**src/rtl/food_spawn_rng.sv**
```systemverilog
// Food position generator: LFSR draws grid-aligned, in-bounds coordinates
// that avoid the snake head, then emits them as an X beat followed by a Y beat.
module food_spawn_rng #(
  parameter logic [8:0]  LFSR_SEED  = 9'h1A5,
  parameter int unsigned GRID_LOG2  = 4,
  parameter logic [8:0]  X_MIN      = 9'd16,
  parameter logic [8:0]  X_MAX      = 9'd496,
  parameter logic [8:0]  Y_MIN      = 9'd16,
  parameter logic [8:0]  Y_MAX      = 9'd464,
  parameter logic [5:0]  MAX_TRIES  = 6'd63,
  parameter logic [8:0]  FALLBACK_X = 9'd304,
  parameter logic [8:0]  FALLBACK_Y = 9'd240
) (
  input  logic       clk,
  input  logic       rst,
  input  logic       eaten,
  input  logic [9:0] head_x,
  input  logic [9:0] head_y,
  output logic [8:0] rand_num,
  output logic       rand_drive,
  output logic       busy
);

  localparam logic [8:0] SEED_EFF  = (LFSR_SEED == 9'h000) ? 9'h001 : LFSR_SEED;
  localparam logic [8:0] GRID_MASK = ~((9'd1 << GRID_LOG2) - 9'd1);

  typedef enum logic [2:0] {
    IDLE, GEN_X, GEN_Y, CHECK, EMIT_X, EMIT_Y
  } state_t;

  state_t     state, state_nx;
  logic [8:0] lfsr, lfsr_nx;
  logic [5:0] tries, tries_nx, tries_inc;
  logic [8:0] x_reg, x_nx;
  logic [8:0] y_reg, y_nx;
  logic [8:0] rn_nx;
  logic       rd_nx;
  logic       busy_nx;
  logic [8:0] cand;
  logic       reject;

  always_comb begin
    lfsr_nx   = (lfsr == 9'h000) ? 9'h001 : {lfsr[7:0], lfsr[8] ^ lfsr[4]};
    cand      = lfsr & GRID_MASK;
    tries_inc = tries + 6'd1;
    state_nx  = state;
    tries_nx  = tries;
    x_nx      = x_reg;
    y_nx      = y_reg;
    rn_nx     = rand_num;
    rd_nx     = 1'b0;
    reject    = 1'b0;

    case (state)
      IDLE: begin
        if (eaten) begin
          tries_nx = '0;
          state_nx = GEN_X;
        end
      end
      GEN_X: begin
        if (cand >= X_MIN && cand <= X_MAX) begin
          x_nx     = cand;
          state_nx = GEN_Y;
        end else begin
          reject = 1'b1;
        end
      end
      GEN_Y: begin
        if (cand >= Y_MIN && cand <= Y_MAX) begin
          y_nx     = cand;
          state_nx = CHECK;
        end else begin
          reject = 1'b1;
        end
      end
      CHECK: begin
        if ({1'b0, x_reg} == head_x && {1'b0, y_reg} == head_y) begin
          reject   = 1'b1;
          state_nx = GEN_X;
        end else begin
          state_nx = EMIT_X;
        end
      end
      EMIT_X: begin
        rd_nx    = 1'b1;
        rn_nx    = x_reg;
        state_nx = EMIT_Y;
      end
      EMIT_Y: begin
        rn_nx    = y_reg;
        state_nx = IDLE;
      end
      default: state_nx = IDLE;
    endcase

    // Exhausted retries override whatever the current state decided.
    if (reject) begin
      tries_nx = tries_inc;
      if (tries_inc == MAX_TRIES) begin
        x_nx     = FALLBACK_X;
        y_nx     = FALLBACK_Y;
        state_nx = EMIT_X;
      end
    end

    busy_nx = (state_nx != IDLE);
  end

  always_ff @(posedge clk) begin
    if (rst) begin
      state      <= IDLE;
      lfsr       <= SEED_EFF;
      tries      <= '0;
      x_reg      <= '0;
      y_reg      <= '0;
      rand_num   <= '0;
      rand_drive <= 1'b0;
      busy       <= 1'b0;
    end else begin
      state      <= state_nx;
      lfsr       <= lfsr_nx;
      tries      <= tries_nx;
      x_reg      <= x_nx;
      y_reg      <= y_nx;
      rand_num   <= rn_nx;
      rand_drive <= rd_nx;
      busy       <= busy_nx;
    end
  end

endmodule
```
**config.mk**
```make
export PLATFORM = sky130hd
export DESIGN_NAME = food_spawn_rng
export DESIGN_NICKNAME = d
export VERILOG_FILES = /design/src/rtl/food_spawn_rng.sv
export SDC_FILE = /design/constraint.sdc
export NUM_CORES = 1
export LEC_CHECK = 0
export CAP_MARGIN = 25
export CORE_MARGIN = 3
export CORE_UTILIZATION = 52
export CTS_CLUSTER_SIZE = 20
export DETAILED_ROUTE_END_ITERATION = 12
export GPL_TIMING_DRIVEN = 0
export HOLD_SLACK_MARGIN = 0.08
export PLACE_DENSITY = 0.77
export SETUP_SLACK_MARGIN = 0.15
export SYNTH_ARGS = -nofsm -noshare
export SYNTH_HDL_FRONTEND = slang
export SYNTH_SLANG_ARGS = --single-unit
```
**constraint.sdc**
```tcl
create_clock -name clk -period 2.72 [get_ports clk]
set_input_delay 0.408 -clock clk [delete_from_list [all_inputs] [get_ports clk]]
set_output_delay 0.408 -clock clk [all_outputs]
set_load 0.1 [all_outputs]
```
==> results.toml <==
[synthesis]
ys_types = 45
synth-async-reset-ratio = 0
yosys.area.top_type = "sky130_fd_sc_hd__dfxtp_1"
postSynthCellCount = 224
synth_nets = 249
postSynthAreaPerCell_um2 = 9.418
synth_sequential_area_ratio = 0.4460
cell_area_after_technology_mapping_um2 = 2110
synth.ff_latch_count = 47
synthDominantCellAreaShare = 0.4460
synth-warning-count = 0
postSynth.topFlopCell = "sky130_fd_sc_hd__dfxtp_1"
synthTopCellsByArea = "sky130_fd_sc_hd__dfxtp_1 45%, sky130_fd_sc_hd__mux2i_1 6.6%, sky130_fd_sc_hd__xnor2_1 5.0%, sky130_fd_sc_hd__a211oi_1 3.2%, sky130_fd_sc_hd__nand2_1 3.0%"
number_of_flops_mapped_to_enable_cells_by_yosys = 0

[global_routing]
maximum_number_of_pins_on_one_net_before_global_route_repair = 14
wire_length_of_the_first_global_routing_pass_um = 7583
globalRouteTotalUtil = 0.1952
gr-total-overflow = 0
grt_antenna_before_repair = 0
vias_in_the_first_global_route = 1639

[drt]
drt_first_iter_violations = 91
route.antenna.remaining_nets = 0
dr.pass1.iters = 4
detail_route.wl_per_cell_um = 14.50
detail_route.wirelength_um = 4525
drcViolationCount = 0
vias_per_cell = 5.394
detailroute.via_count = 1683

[sta]
count_of_final_max_slew_check_failures = 0
finalSetupTns_ns = 0
final-setup-viol-count = 0
max_freq_ghz = 0.4353
clock_skew_ns = 0.007334
timing.slew.headroom = 0.3537
hold_slack_ns = 0.4542
timing.final.crit_period_ns = 2.297
finalCritPeriodShare = 0.8447
max_slew.worst_pin.slew_ns = 0.9664
fin_ws_ns = 0.4225
rsz0062_at_grt = "no"
timing_hold_violations_final = 0

[clocking]
postCtsHoldBufs = 0
clock_path_buffers = 2
cts.repair_timing.setup_buffer_count = 0
postCtsResizedCells = 0
numClockSinks = 47
path_clk_slew_ns = 0.08
cts-buffers-inserted = 5
clockRootBuffer = "sky130_fd_sc_hd__clkbuf_8"
cts_tree = "yes"
cts_htree_levels = 2
clk_latency_ns = 0.29

[place]
port-buffer-count = 33
dp_hpwl_um = 3318
pre_cts_slack_ns = 0.09166
gp_routability_congestion = 0.7834

[pwr]
power_per_cell_area_nw_per_um2 = 577.9
seq_power_share = 0.501
total_power_uw = 1504
leak_uw = 0.0009763
vdd_drop_max_mv = 0.4852
power.share.switching = 0.2659
share_comb_of_total_power = 0.175
power.internal_uw = 1104
clkPwrFrac = 0.325
switching_power_uw = 399.9

[floorplan]
pin_count = 34
die_area_um2 = 4857
core_um2 = 3771
initial_core_util = 0.5594
die_w_um = 69.69
die_height_um = 69.69
fp-row-count = 22

[layout]
fillCellCount = 313
utilization_after_layout = 0.6901
flow.area_growth_from_synthesis_pct = 23.37
final_cell_mix = "47 x sky130_fd_sc_hd__dfxtp_1, 33 x sky130_fd_sc_hd__clkdlybuf4s50_1, 17 x sky130_fd_sc_hd__nor2_1, 17 x sky130_fd_sc_hd__nand2_1, 14 x sky130_fd_sc_hd__mux2i_1"
antennaDiodeCount = 0
area.sequential_um2 = 940.9
final_common_cell = "sky130_fd_sc_hd__dfxtp_1"
drive_gt1_frac = 0.09091
num-nets-final = 289
multi_input_comb_area_um2 = 1104

[setup_path]
critical_path_arrival_ns = 2.49
crit_path_end_kind = "register"
timing_worst_setup_path_type = "primary input to register"
worst_ep_required_time_ns = 2.92
cp-start-kind = "primary input"
worst_path_max_fanout = 10

[run_status]
status = "completed"

[hold_path]
worstHoldPathType = "register to register"

[flow_run]
max_cap_viol_count = 0
logic make-up after synthesis:
group                      share of synthesized area
and+or+nand+nor                               0.2112
AOI/OAI and AO/OA                             0.1578
adders and majority gates                    0.01186
muxes                                        0.07177
buffers and inverters                        0.03084
xor gates and xnor gates                     0.07058
DFF                                           0.4460
power groups by stage:
stage                     clock, uW  combinational [uW]  sequential, uW
final                           488                 263             753
after global routing            524                 287             758
after CTS                       499                 264             753
after detailed placement          0                 263             769
after global placement            0                 260             768
after floorplan                   0                 130             816
routing by layer:
metal,track usage,up-vias,part of all wire
met5,0,-,0
met4,0.03830,0,0.0053
met3,0.05362,2,0.049
met2,0.3273,34,0.46
met1,0.2529,772,0.49
li1,-,875,-
cell type report:
type / instances / share of cell area
Multi-Input combinational cell: 162 / 0.4240
Inverter: 5 / 0.007212
Tap cell: 48 / 0.02308
Buffer: 10 / 0.01779
Clock inverter: 1 / 0.01154
Sequential cell: 47 / 0.3615
Timing Repair Buffer: 33 / 0.1269
Clock buffer: 6 / 0.02788
critical path: stages:
cell	delay [ns]
sky130_fd_sc_hd__clkdlybuf4s50_1	0.47
sky130_fd_sc_hd__xnor2_1	0.12
sky130_fd_sc_hd__nand4_1	0.12
sky130_fd_sc_hd__nor4_1	0.57
sky130_fd_sc_hd__a41o_2	0.36
sky130_fd_sc_hd__a21oi_2	0.10
sky130_fd_sc_hd__buf_6	0.17
sky130_fd_sc_hd__and3_1	0.17
Yosys cell counts, types with 2 or more instances:
cell type / n
sky130_fd_sc_hd__a211o_1: 4
sky130_fd_sc_hd__a211oi_1: 9
sky130_fd_sc_hd__a21boi_0: 2
sky130_fd_sc_hd__a21oi_1: 9
sky130_fd_sc_hd__a31oi_1: 3
sky130_fd_sc_hd__and3_1: 8
sky130_fd_sc_hd__buf_1: 2
sky130_fd_sc_hd__clkbuf_1: 6
sky130_fd_sc_hd__dfxtp_1: 47
sky130_fd_sc_hd__ha_1: 2
sky130_fd_sc_hd__inv_1: 5
sky130_fd_sc_hd__mux2i_1: 14
sky130_fd_sc_hd__nand2_1: 17
sky130_fd_sc_hd__nand2b_1: 3
sky130_fd_sc_hd__nand3_1: 4
sky130_fd_sc_hd__nand4_1: 5
sky130_fd_sc_hd__nor2_1: 17
sky130_fd_sc_hd__nor2b_1: 8
sky130_fd_sc_hd__nor3_1: 4
sky130_fd_sc_hd__nor4_1: 2
sky130_fd_sc_hd__o21a_1: 2
sky130_fd_sc_hd__o21ai_0: 4
sky130_fd_sc_hd__or2_2: 8
sky130_fd_sc_hd__or3_1: 3
sky130_fd_sc_hd__xnor2_1: 12
sky130_fd_sc_hd__xor2_1: 5
worst paths after layout:
path | from | endpoint | slack (ns) | depth (start not counted)
max | head_x[0] | x_reg[3] | 0.42 | 8
min reg2reg | lfsr[1] | lfsr[2] | 0.45 | 1
min | lfsr[1] | lfsr[2] | 0.45 | 1
max reg2reg | lfsr[8] | x_reg[3] | 0.52 | 7
through the flow:
step | cells | instance area [um2]
finish | 312 | 2603
global placement | 305 | 2500
detailed placement | 305 | 2500
global route | 312 | 2603
CTS | 312 | 2603
floorplan | 224 | 2110
Note: power is estimated with default switching activity, not from simulation.
